**config.mk**
```make
export PLATFORM = sky130hd
export DESIGN_NAME = alu_iterative
export DESIGN_NICKNAME = d
export VERILOG_FILES = /design/src/rtl/alu_iterative.sv
export SDC_FILE = /design/constraint.sdc
export NUM_CORES = 1
export LEC_CHECK = 0
export BUFFER_PORTS_ARGS = -buffer_cell sky130_fd_sc_hd__buf_2
export CAP_MARGIN = 20
export CORE_MARGIN = 2
export CORE_UTILIZATION = 50
export DETAILED_ROUTE_END_ITERATION = 6
export PLACE_DENSITY_LB_ADDON = 0.3
export SLEW_MARGIN = 20
export SYNTH_ARGS = -nofsm -noshare
export SYNTH_HDL_FRONTEND = slang
export SYNTH_SLANG_ARGS = --single-unit
```
**constraint.sdc**
```tcl
create_clock -name clk -period 3.69 [get_ports clk]
set_input_delay 0.738 -clock clk [delete_from_list [all_inputs] [get_ports clk]]
set_output_delay 0.738 -clock clk [all_outputs]
set_load 0.02 [all_outputs]
```
**src/rtl/alu_iterative.sv**
```systemverilog
// alu_iterative: execute-stage ALU, single-cycle logic/arith/compare, bit-serial shifts
module alu_iterative #(
  parameter int DATA_WIDTH = 32,
  parameter int SHAMT_W    = $clog2(DATA_WIDTH)
) (
  input  logic                  clk,
  input  logic                  reset,
  input  logic                  in_valid,
  output logic                  in_ready,
  input  logic [3:0]            operation,
  input  logic [DATA_WIDTH-1:0] src_a,
  input  logic [DATA_WIDTH-1:0] src_b,
  output logic                  out_valid,
  input  logic                  out_ready,
  output logic [DATA_WIDTH-1:0] result,
  output logic                  branch_taken
);
  localparam logic [1:0] IDLE = 2'd0, SHIFT = 2'd1, DONE = 2'd2;
  localparam logic [3:0] OP_SLL = 4'b0100, OP_SRL = 4'b0111, OP_SRA = 4'b1000;
  logic [1:0]            state_q, state_d;
  logic [DATA_WIDTH-1:0] result_q, result_d, work_q, work_d, alu_res, shifted;
  logic                  branch_q, branch_d, alu_br, is_shift;
  logic [SHAMT_W-1:0]    cnt_q, cnt_d, shamt;
  logic [3:0]            op_q, op_d;
  assign in_ready     = (state_q == IDLE) && !reset;
  assign out_valid    = state_q == DONE;
  assign result       = result_q;
  assign branch_taken = branch_q;
  assign shamt        = src_b[SHAMT_W-1:0];
  assign is_shift     = operation == OP_SLL || operation == OP_SRL || operation == OP_SRA;
  assign shifted      = op_q == OP_SLL ? work_q << 1
                      : {op_q == OP_SRA && work_q[DATA_WIDTH-1], work_q[DATA_WIDTH-1:1]};
  always_comb begin
    alu_res = '0;
    alu_br  = 1'b0;
    case (operation)
      4'b0000: alu_res = src_a & src_b;
      4'b0001: alu_res = src_a | src_b;
      4'b0010: alu_res = src_a + src_b;
      4'b0011: alu_res = src_a - src_b;
      4'b0110: alu_res = src_a ^ src_b;
      4'b1001: alu_res = ~(src_a | src_b);
      4'b0101: alu_res = {{(DATA_WIDTH-1){1'b0}}, $signed(src_a) < $signed(src_b)};
      4'b1100: alu_res = {{(DATA_WIDTH-1){1'b0}}, src_a < src_b};
      4'b1010: begin
        alu_br  = src_a == src_b;
        alu_res = {{(DATA_WIDTH-1){1'b0}}, alu_br};
      end
      4'b1011: begin
        alu_br  = src_a != src_b;
        alu_res = {{(DATA_WIDTH-1){1'b0}}, alu_br};
      end
      OP_SLL, OP_SRL, OP_SRA: alu_res = src_a;
      default: alu_res = '0;
    endcase
  end
  always_comb begin
    state_d  = state_q;
    result_d = result_q;
    branch_d = branch_q;
    work_d   = work_q;
    cnt_d    = cnt_q;
    op_d     = op_q;
    case (state_q)
      IDLE: if (in_valid) begin
        if (is_shift && shamt != '0) begin
          work_d  = src_a;
          cnt_d   = shamt;
          op_d    = operation;
          state_d = SHIFT;
        end else begin
          result_d = alu_res;
          branch_d = alu_br;
          state_d  = DONE;
        end
      end
      SHIFT: begin
        work_d = shifted;
        cnt_d  = cnt_q - SHAMT_W'(1);
        if (cnt_q == SHAMT_W'(1)) begin
          result_d = shifted;
          branch_d = 1'b0;
          state_d  = DONE;
        end
      end
      DONE: state_d = out_ready ? IDLE : DONE;
      default: state_d = IDLE;
    endcase
  end
  always_ff @(posedge clk) begin
    if (reset) begin
      state_q  <= IDLE;
      result_q <= '0;
      branch_q <= 1'b0;
      work_q   <= '0;
      cnt_q    <= '0;
      op_q     <= '0;
    end else begin
      state_q  <= state_d;
      result_q <= result_d;
      branch_q <= branch_d;
      work_q   <= work_d;
      cnt_q    <= cnt_d;
      op_q     <= op_d;
    end
  end
endmodule

```
Yosys cells after proc, flatten, opt, wreduce, memory -nomap -nowiden
Index checks and enable logic that the tools add are counted.

operators by class
  mux-type cells = 22
  eq/ne operators = 23
  bitwise operators = 4
  order comparisons = 2
  reductions and logical operators = 15
  add/subtract/negate cells = 3

operators by type and width
  kind                   number
  $pmux W32 S11          1
  $mux W32               6
  $pmux W32 S2           2
  $lt A32 B32 Y1         2
  $add A32 B32 Y32       1
  $and A32 B32 Y32       1
  $eq A32 B32 Y1         1
  $ne A32 B32 Y1         1
  $not A32 Y32           1
  $or A32 B32 Y32        1
  $sub A32 B32 Y32       1
  $xor A32 B32 Y32       1
  $eq A4 B4 Y1 const B   6
  $eq A4 B3 Y1 const B   5
  $mux W5                2
  $pmux W5 S2            1
  $eq A4 B2 Y1 const B   2
  $mux W2                4
  $ne A2 B2 Y1 const B   3
  $pmux W2 S3            1
  $reduce_and A3 Y1      2
  $eq A5 B1 Y1 const B   1
  $reduce_bool A5 Y1     1
  $sub A5 B1 Y5 const B  1
  other kinds (15)       21

word-level totals
  logic and storage cells = 75
  output and inout port bits = 35
  flip-flop bits (word level) = 76
  input bits = 72

Depth between registers and ports, before layout
Gate-level depths: netlist of the first run.

  word-level depth = 7
  mapped depth = 13
  gate-level depth less buffers = 13

Worst setup path before layout of the first run
Ideal clock, no wire load.

  path kind = input -> register
  start = input src_a[0]
  end = register result_q[20] (netlist: result[20])
  setup slack = 0.587 ns
  setup time = 0.088 ns
  stages on the path = 12
  arrival = 3.015 ns
  cells stage by stage = ha_1 > fa_1 > a21o_1 > a211oi_4 > nor3_1 > o2111ai_2 > a21oi_2 > or2_1 > a21o_1 > a31oi_1 > o21ai_1 > a311oi_2

on the way
  cells in the longest elaborated chain, start to end = 5
  elaborated cells between the ends (all ways) = 6
  those cells by class = 2 x add/sub; 4 x mux

RTL lines
  what                                                         line    text
  from (decl)                                                  11      input logic [DATA_WIDTH-1:0] src_a,
  $sub A32 B32 Y32 / $add A32 B32 Y32 (equally long branches)  40, 39
  $pmux W32 S11 (*)                                            36      case (operation)
  $mux W32 (*)                                                 66      if (is_shift && shamt != '0) begin
  $mux W32 (*)                                                 65      IDLE: if (in_valid) begin
  $pmux W32 S2 (*)                                             64      case (state_q)
  to (signal assigned)                                         100     result_q <= result_d;
  to (decl)                                                    21      logic [DATA_WIDTH-1:0] result_q, result_d, work_q, work_d, alu_res, shifted;

Mark *: on every way between the ends. The rest lies on a longest branch, timed or not. The select of a mux whose other input is x is not followed.
A chain may end at the register's enable or synchronous reset.

Worst setup path after layout of the first run
  start = input src_a[10]
  end = register result_q[28] (netlist: result[28])

The elaborated chain is that of the path after synthesis.

==> run metrics, run 1 <==
DRT Wirelength=approximately 33000 um; IO Count=about 110; drt pass-1 iters=6; GR Util All Layers=0.322; synth warn=0; crit-path cells=buf_2 > inv_1 > ha_1 > nand4_1 > nor3_1 > o2111ai_2 > a21oi_2 > o211ai_1 > a211oi_2 > xnor2_1 > o221ai_1 > o2bb2ai_1; Worst Path Required=around 4 ns; Worst Hold Class=register to register; core area=~18000 um2; total power=0.00327 W; number of synthesized flops with an enable pin=0; worst-path fanout max=12; pin count of the biggest net entering global routing=39; Tcrit/Tclk final=0.911; hold endpoint=result[1]$_SDFFE_PP0P_; status=complete, no violations; ys async rst share=0; crit path max-delay cell type=ha_1; die height=between 100 and 150 um; cells on worst reg2reg path=10; post-route setup slack=approximately 0.33 ns; synthesized area=9220 um2; register area share after synthesis=0.165; Peak Freq=297 MHz; drt drc=0; CP startpoint kind=primary input; later-pin clock latency in the skew report=~0.35 ns; Bufs on Longest Clock Path=2; top-area cell type share of the netlist area=0.165; Post-Synthesis Cells=about 1300; share of layout cells above drive strength 1=0.161; most frequent cells after synthesis=164 x nor2_1, 156 x a21oi_1, 143 x nand2_1; leakage=4.53 nW; Routed WL per cell=slightly below 20 um; Final Max Tran Viols=0; Final Cell Area=10400 um2; Reg-to-Reg Start=cnt_q[0]$_SDFFE_PP0P_; Layout Area Growth over Synthesis=13.0%; CTS Hold Bufs=0; Hold Path Depth=2; Post-DP Area=~10000 um2; RR Endpoint=result[25]$_SDFFE_PP0P_; WS Path Type=primary input to register; Inserted Clock Buffers=9; Starting Density=0.512; die area=roughly 20000 um2; RSZ-0062 raised after global routing=false; Post-Place Worst Slack=approximately 0.055 ns; most common cell in the netlist=nor2_1; main flop type after synthesis=dfxtp_1; min cycle time layout=between 3 and 4 ns; via count=~10000; pwr/cell area=314 nW/um2; final hold vios=0; Row Count=49; clk slew on worst S/H paths=roughly 0.06 ns; antenna violations before repair=0; Synth Area in XOR/XNOR=0.0190; mux cell area share after synthesis=0.0132; Yosys cell types=91; Final nets=around 1600; Simple-Gate Fraction of Synth Area=0.222; hpwl dp=about 25000 um; clk sinks=between 70 and 80; DRT iter0 DRCs=between 1000 and 1500; Synth area leaders=dfxtp_1 17%, ha_1 15%, a21oi_1 8.5%, nor2_1 6.7%, nand2_1 5.8%; Max-slew headroom=0.327; Worst Tran Pin Value=1.00 ns; syn_nets=approximately 1500; Synth Area in Compound Gates=0.342; vias per cell=roughly 6.3; # port buffers=approximately 110; largest family of logic cells by synthesized area=compound AO/OA/AOI/OAI gates; critical path arrival=3.59 ns; remaining antenna violation count=0; vias in the first global route=approximately 9300; FF+latch count, synth=76; CP endpoint kind=register; GPL Wtd Cong=between 1 and 1.5; chip width=140 um; Hold Startpoint=result[1]$_SDFFE_PP0P_; area leader, netlist=dfxtp_1; grt ovf=0; Post-CTS Setup Bufs=0; CTS-repair resized insts=0; maxcap violations=0; maximum VDD drop=0.251 mV; # H-tree levels=3; endpoints failing setup=0; Worst path max stage delay=0.57 ns; skew final=between 0.01 and 0.015 ns; Root Driver=clkbuf_16; Avg Inst Size Synth=roughly 6.9 um2; R2R Setup Slk=roughly 1.1 ns; adder-cell area share of the yosys netlist=0.154; setup tns final=0 ns; start point of the critical path=src_a[10]; CTS tree=built; first-pass GRT wire length=51100 um
power breakdown:
part	internal, W	switching, W
clock network	0.000604	0.000365
registers	0.000892	0.0000592
logic	0.000494	0.000855
total	0.00199	0.00128
registers in the layout (all words and copies together), names as in the netlist:
| name | cells |
|---|---|
| branch_taken | 1 |
| cnt_q | 5 |
| op_q | 4 |
| result | 32 |
| state_q | 2 |
| work_q | 32 |
worst max path at each step:
stage | to | slack [ns] | cells after the start
after detailed placement | result[28]$_SDFFE_PP0P_ | 0.06 | 12
after global placement | result[28]$_SDFFE_PP0P_ | 0.06 | 12
after CTS | result[28]$_SDFFE_PP0P_ | 0.40 | 12
after floorplan | result[20]$_SDFFE_PP0P_ | 0.59 | 12
after global routing | result[28]$_SDFFE_PP0P_ | 0.11 | 12
final | result[28]$_SDFFE_PP0P_ | 0.33 | 12
critical path: cells and delay by family:
kind,cells,cell delay (ns)
AO/OA/AOI/OAI,6,1.17
XOR/XNOR,1,0.15
adder cells (fa/ha/maj),1,0.57
buffers and inverters,2,0.20
AND/OR/NAND/NOR,2,0.75
stage by stage:
stage / utilization / hold WS [ns] / instances
global placement: 0.561 / 0.443 / 1636
finish: 0.578 / 0.459 / 1651
detailed placement: 0.561 / 0.456 / 1636
floorplan: - / 0.460 / 1335
global route: 0.578 / 0.498 / 1650
CTS: 0.578 / 0.464 / 1650
area by class of cell:
type                       count  area [um2]
fill                        1773        7600
sequential                    76        1520
multi-input combinational   1068        6920
clock inverter                 4        75.1
timing repair buffer         167        1010
tap                          229         287
clock buffer                  10         239
inverter                      96         360
antenna                        1        2.50
cells by family (layout without fill, tap and decap cells):
| logic type | after synthesis | in the layout |
|---|---|---|
| compound gates | 469 | 469 |
| simple gates | 455 | 455 |
| buf+inv | 191 | 277 |
| fa+ha+maj | 112 | 112 |
| flops | 76 | 76 |
| xor+xnor | 20 | 20 |
| mux | 12 | 12 |
| other cells | 0 | 1 |
placed cells by master (no fill, tap or decap), types with 17 or more instances in the layout:
| cell | instances |
|---|---|
| a211oi_1 | 28 |
| a21o_1 | 19 |
| a21oi_1 | 156 |
| a221oi_1 | 28 |
| a31oi_1 | 18 |
| buf_2 | 106 |
| buf_4 | 59 |
| dfxtp_1 | 76 |
| ha_1 | 110 |
| inv_1 | 89 |
| nand2_1 | 143 |
| nand3_1 | 23 |
| nor2_1 | 164 |
| nor3_1 | 48 |
| o21ai_0 | 64 |
| o21ai_1 | 18 |
| o21bai_1 | 18 |
| xnor2_1 | 17 |
layer usage:
| metal | track usage | up-vias | share of wire |
|---|---|---|---|
| met2 | 0.483 | 586 | 0.43 |
| met4 | 0.0926 | 0 | 0.027 |
| met1 | 0.477 | 4778 | 0.45 |
| met3 | 0.0489 | 74 | 0.10 |
| li1 | - | 4928 | - |
| met5 | 0 | - | 0 |
(Power assumes the default switching activity.)
==> run 2, diff against run 1 <==
Settings changed: GPL_TIMING_DRIVEN set to 0.
==> run metrics, run 2 (same netlist as run 1, synthesis figures left out) <==
setup tns final=0 ns (unchanged); Sw Ratio=0.427 (+0.0358); Routed WL per cell=22.6 um (+15%); clk sinks=76 (unchanged); status=complete, no violations; ANT cells=0 (-1); DRT iter0 DRCs=1409 (-0.91%); RSZ-0062 raised after global routing=false; Final nets=1635 (+2.1%); Post-CTS Setup Bufs=0 (unchanged); DRT Wirelength=38100 um (+17%); Starting Density=0.512 (unchanged); maximum VDD drop=0.288 mV (+14%); start point of the critical path=operation[0]; Final Max Tran Viols=0 (unchanged); remaining antenna violation count=0 (unchanged); CP endpoint kind=register; Inserted Clock Buffers=9 (unchanged); die area=19500 um2 (unchanged); hpwl dp=29400 um (+18%); Inst Count DP=1669 (+2.0%); chip width=140 um (unchanged); worst-path fanout max=10 (-2); grt ovf=0 (unchanged); clk slew on worst S/H paths=0.06 ns (about the same); Hold Path Depth=2 (unchanged); RR Endpoint=result[23]$_SDFFE_PP0P_; Reg-to-Reg Start=state_q[1]$_SDFFE_PP0P_; final hold vios=0 (unchanged); Max-slew headroom=0.380 (+0.0530); commonest non-fill, non-tap cell in the layout=nor2_1; leakage=4.40 nW (-2.9%); drt drc=0 (unchanged); GR Util All Layers=0.378 (+0.0553); Post-Layout Cell Count=1685 (+2.1%); Worst Hold Class=register to register; most frequent cells in the layout=164 x nor2_1, 156 x a21oi_1, 143 x nand2_1, 123 x buf_2, 110 x ha_1; skew final=0.00951 ns (-0.000940 ns); antenna violations before repair=0 (unchanged); vias per cell=6.41 (+2.1%); critical path arrival=3.95 ns (+0.36 ns); Root Driver=clkbuf_16; WS Path Type=primary input to register; switching pwr=0.00136 W (+6.1%); Worst Tran Pin Value=0.931 ns (-0.0740 ns); later-pin clock latency in the skew report=0.34 ns (about the same); GPL Wtd Cong=1.01 (about the same); Sequential Power Share=0.297 (+0.006); drt pass-1 iters=6 (unchanged); Layout Area Growth over Synthesis=12.0%; R2R Setup Slk=0.69 ns (-0.45 ns); Clock Power Share=0.262 (-0.034); min cycle time layout=3.69 ns (+0.326 ns); endpoints failing setup=0 (unchanged); vias in the first global route=9967 (+7.4%); Peak Freq=271 MHz (-8.8%); Row Count=49 (unchanged); die height=140 um (unchanged); core area=18000 um2 (unchanged); fill cell count=1824 (+2.9%); first-pass GRT wire length=57700 um (+13%); CTS tree=built; CTS Hold Bufs=0 (unchanged); hold endpoint=result[1]$_SDFFE_PP0P_; Worst Path Required=3.96 ns (+0.04 ns); pin count of the biggest net entering global routing=14 (-64%); maxcap violations=0 (unchanged); IO Count=107 (unchanged); Hold Startpoint=result[1]$_SDFFE_PP0P_; via count=10804 (+4.2%); Logic pwr share=0.441 (+0.028); CP startpoint kind=primary input; cells on worst reg2reg path=10 (unchanged); share of layout cells above drive strength 1=0.135 (-0.0265); pwr/cell area=308 nW/um2 (-1.9%); # port buffers=105 (-0.94%); Tcrit/Tclk final=1.00 (+0.0883); P_int=0.00182 W (-8.5%); # H-tree levels=3 (unchanged); Bufs on Longest Clock Path=2 (unchanged)
==> run 2: how the worst max path moves through the flow <==
stage | cells after the start | endpoint
detailed placement | 13 | result[26]$_SDFFE_PP0P_
finish | 9 | result[9]$_SDFFE_PP0P_
global placement | 9 | result[23]$_SDFFE_PP0P_
floorplan | 12 | result[20]$_SDFFE_PP0P_
global route | 13 | result[15]$_SDFFE_PP0P_
CTS | 13 | result[26]$_SDFFE_PP0P_
==> run 2: stage by stage <==
step / utilization / setup slack [ns] / cell area, um2 / hold slack [ns] / power (W)
after floorplan: - / 0.587 / 9220 / 0.460 / 0.00186
after global placement: 0.557 / -0.544 / 10000 / 0.441 / 0.00229
after detailed placement: 0.557 / -0.226 / 10000 / 0.445 / 0.00230
after CTS: 0.572 / 0.138 / 10300 / 0.453 / 0.00312
after global routing: 0.573 / 0.0294 / 10300 / 0.496 / 0.00332
final: 0.573 / 0.00113 / 10300 / 0.452 / 0.00318
==> run 2: power by group through the flow <==
stage / Combinational (W) / Sequential (W) / Clock, W
after global routing: 0.00151 / 0.000949 / 0.000854
after CTS: 0.00135 / 0.000941 / 0.000829
final: 0.00140 / 0.000943 / 0.000833
after global placement: 0.00134 / 0.000957 / 0
after floorplan: 0.000863 / 0.000996 / 0
after detailed placement: 0.00135 / 0.000958 / 0
==> run 2: layer usage <==
metal	GRT usage	share of wire
met5	0	0
met4	0.131	0.036
met3	0.0785	0.12
met2	0.570	0.42
met1	0.533	0.42
==> run 2: worst max-delay path, stage by stage <==
cell and delay, ns:
buf_2 0.11, or2_2 0.34, o21ai_2 0.55, clkbuf_1 0.75
clkbuf_1 0.64, a221oi_1 0.20, a21oi_1 0.36, nor3_1 0.08
nor3_1 0.16
==> run 2: cell type report <==
cell class / instances / area [um2] / area share
clock buffers: 10 / 229 / 0.0222
inverters: 96 / 360 / 0.0349
flip-flops and latches: 76 / 1520 / 0.147
multi-input cells: 1068 / 6930 / 0.672
clock inverters: 6 / 38.8 / 0.00376
well taps: 229 / 287 / 0.0278
repair buffers: 105 / 526 / 0.0509
plain buffers: 95 / 429 / 0.0416
==> run 2: timing repair <==
| action | 4_1_cts | 5_1_grt |
|---|---|---|
| endpoints found under the setup margin | 0 | 4 |
| resized for setup | 0 | 4 |
| hold endpoints to repair | 0 | 0 |
==> run 3, diff against run 2 <==
==> constraint.sdc (replaced) <==
create_clock -name clk -period 3.69 [get_ports clk]
set_input_delay 0.5535 -clock clk [delete_from_list [all_inputs] [get_ports clk]]
set_output_delay 0.5535 -clock clk [all_outputs]
set_load 0.02 [all_outputs]
==> run metrics, run 3 (same netlist as run 1, synthesis figures left out) <==
status=complete, no violations; Final nets=1635 (unchanged); fill cell count=1824 (unchanged); later-pin clock latency in the skew report=0.34 ns (about the same); pwr/cell area=308 nW/um2 (+0.12%); Root Driver=clkbuf_16; Row Count=49 (unchanged); IO Count=107 (unchanged); most frequent cells in the layout=164 x nor2_1, 156 x a21oi_1, 143 x nand2_1, 123 x buf_2, 110 x ha_1; CTS Hold Bufs=0 (unchanged); via count=10863 (+0.55%); # H-tree levels=3 (unchanged); die area=19500 um2 (unchanged); setup tns final=0 ns (unchanged); GR Util All Layers=0.378 (unchanged); die height=140 um (unchanged); Layout Area Growth over Synthesis=11.8%; Post-DP Area=10000 um2 (unchanged); DRT met1 WL=16000 um (+0.19%); antenna violations before repair=0 (unchanged); core area=18000 um2 (unchanged); Routed WL per cell=22.6 um (about the same); Final Cell Area=10300 um2 (-0.18%); share of layout cells above drive strength 1=0.132 (-0.00275); Post-CTS Setup Bufs=0 (unchanged); final hold vios=0 (unchanged); Inserted Clock Buffers=9 (unchanged); WS Path Type=primary input to register; Worst Hold Class=register to register; Post-Place Worst Slack=-0.0410 ns (+0.185 ns); pin count of the biggest net entering global routing=14 (unchanged); maxcap violations=0 (unchanged); first-pass GRT wire length=57700 um (unchanged); worst-path fanout max=10 (unchanged); Multi-input gate area=6920 um2 (-0.25%); maximum VDD drop=0.288 mV (about the same); clk slew on worst S/H paths=0.07 ns (about the same); grt ovf=0 (unchanged); Tcrit/Tclk final=0.981 (-0.0186); DR WL met2=16000 um (-0.77%); post-route setup slack=0.0697 ns (+0.0686 ns); drt drc=0 (unchanged); FF/Latch Area=1520 um2 (unchanged); remaining antenna violation count=0 (unchanged); CTS tree=built; met3 WL=4680 um (+1.9%); Max-slew headroom=0.360 (-0.0192); Final Max Tran Viols=0 (unchanged); hold slack=0.453 ns (+0.000732 ns); Worst Path Required=3.92 ns (-0.04 ns); ANT cells=0 (unchanged); vias per cell=6.45 (+0.55%); Bufs on Longest Clock Path=2 (unchanged); DRT iter0 DRCs=1367 (-3.0%); Starting Density=0.512 (unchanged); vias in the first global route=9967 (unchanged); # port buffers=105 (unchanged); skew final=0.00751 ns (-0.00200 ns); critical path arrival=3.86 ns (-0.09 ns); CTS-repair resized insts=0 (unchanged); clk sinks=76 (unchanged); CP startpoint kind=primary input; RSZ-0062 raised after global routing=false; leakage=4.39 nW (-0.18%); CP endpoint kind=register; DR top layer=met4; drt pass-1 iters=6 (unchanged); commonest non-fill, non-tap cell in the layout=nor2_1; DRT Wirelength=38000 um (about the same); chip width=140 um (unchanged); endpoints failing setup=0 (unchanged); Worst Tran Pin Value=0.959 ns (+0.0288 ns); min cycle time layout=3.62 ns (-0.0686 ns); hpwl dp=29400 um (unchanged); Peak Freq=276 MHz (+1.9%); GPL Wtd Cong=1.01 (unchanged)
==> run 3: layer usage <==
layer	vias up	global-route usage
met5	-	0
met4	0	0.131
met3	122	0.0785
met2	715	0.570
met1	5033	0.533
li1	4993	-
==> run 3: worst max-delay path: stages <==
cell,delay [ns]
buf_2,0.14
clkbuf_1,0.27
nor3_2,0.74
buf_2,0.48
buf_1,0.74
a221oi_1,0.27
o311ai_1,0.15
o21ai_1,0.17
a211oi_1,0.32
==> run 3: final cells by class <==
type	count	area share
timing repair buffer	105	0.0510
tap	229	0.0278
clock buffer	10	0.0222
multi-input combinational	1068	0.671
inverter	96	0.0350
sequential	76	0.148
clock inverter	6	0.00376
buffer	95	0.0415
==> run 3: final timing paths <==
path                            from                       to  slack (ns)  depth (start not counted)
max                     operation[2]  result[23]$_SDFFE_PP0P_        0.07                          9
min           result[1]$_SDFFE_PP0P_   result[1]$_SDFFE_PP0P_        0.45                          2
max reg2reg  state_q[1]$_SDFFE_PP0P_  result[18]$_SDFFE_PP0P_        0.66                          8
min reg2reg   result[1]$_SDFFE_PP0P_   result[1]$_SDFFE_PP0P_        0.45                          2
==> run 3: report_power, final <==
group / switching, W / internal [W]
registers: 0.0000521 / 0.000892
logic: 0.000926 / 0.000473
clock network: 0.000379 / 0.000455
total: 0.00136 / 0.00182
==> run 3: stage by stage <==
step,util,instances,total power [W]
4_1_cts,0.572,1685,0.00312
6_report,0.572,1685,0.00318
5_1_grt,0.572,1685,0.00331
2_1_floorplan,-,1335,0.00186
3_5_place_dp,0.557,1669,0.00230
3_3_place_gp,0.557,1669,0.00229
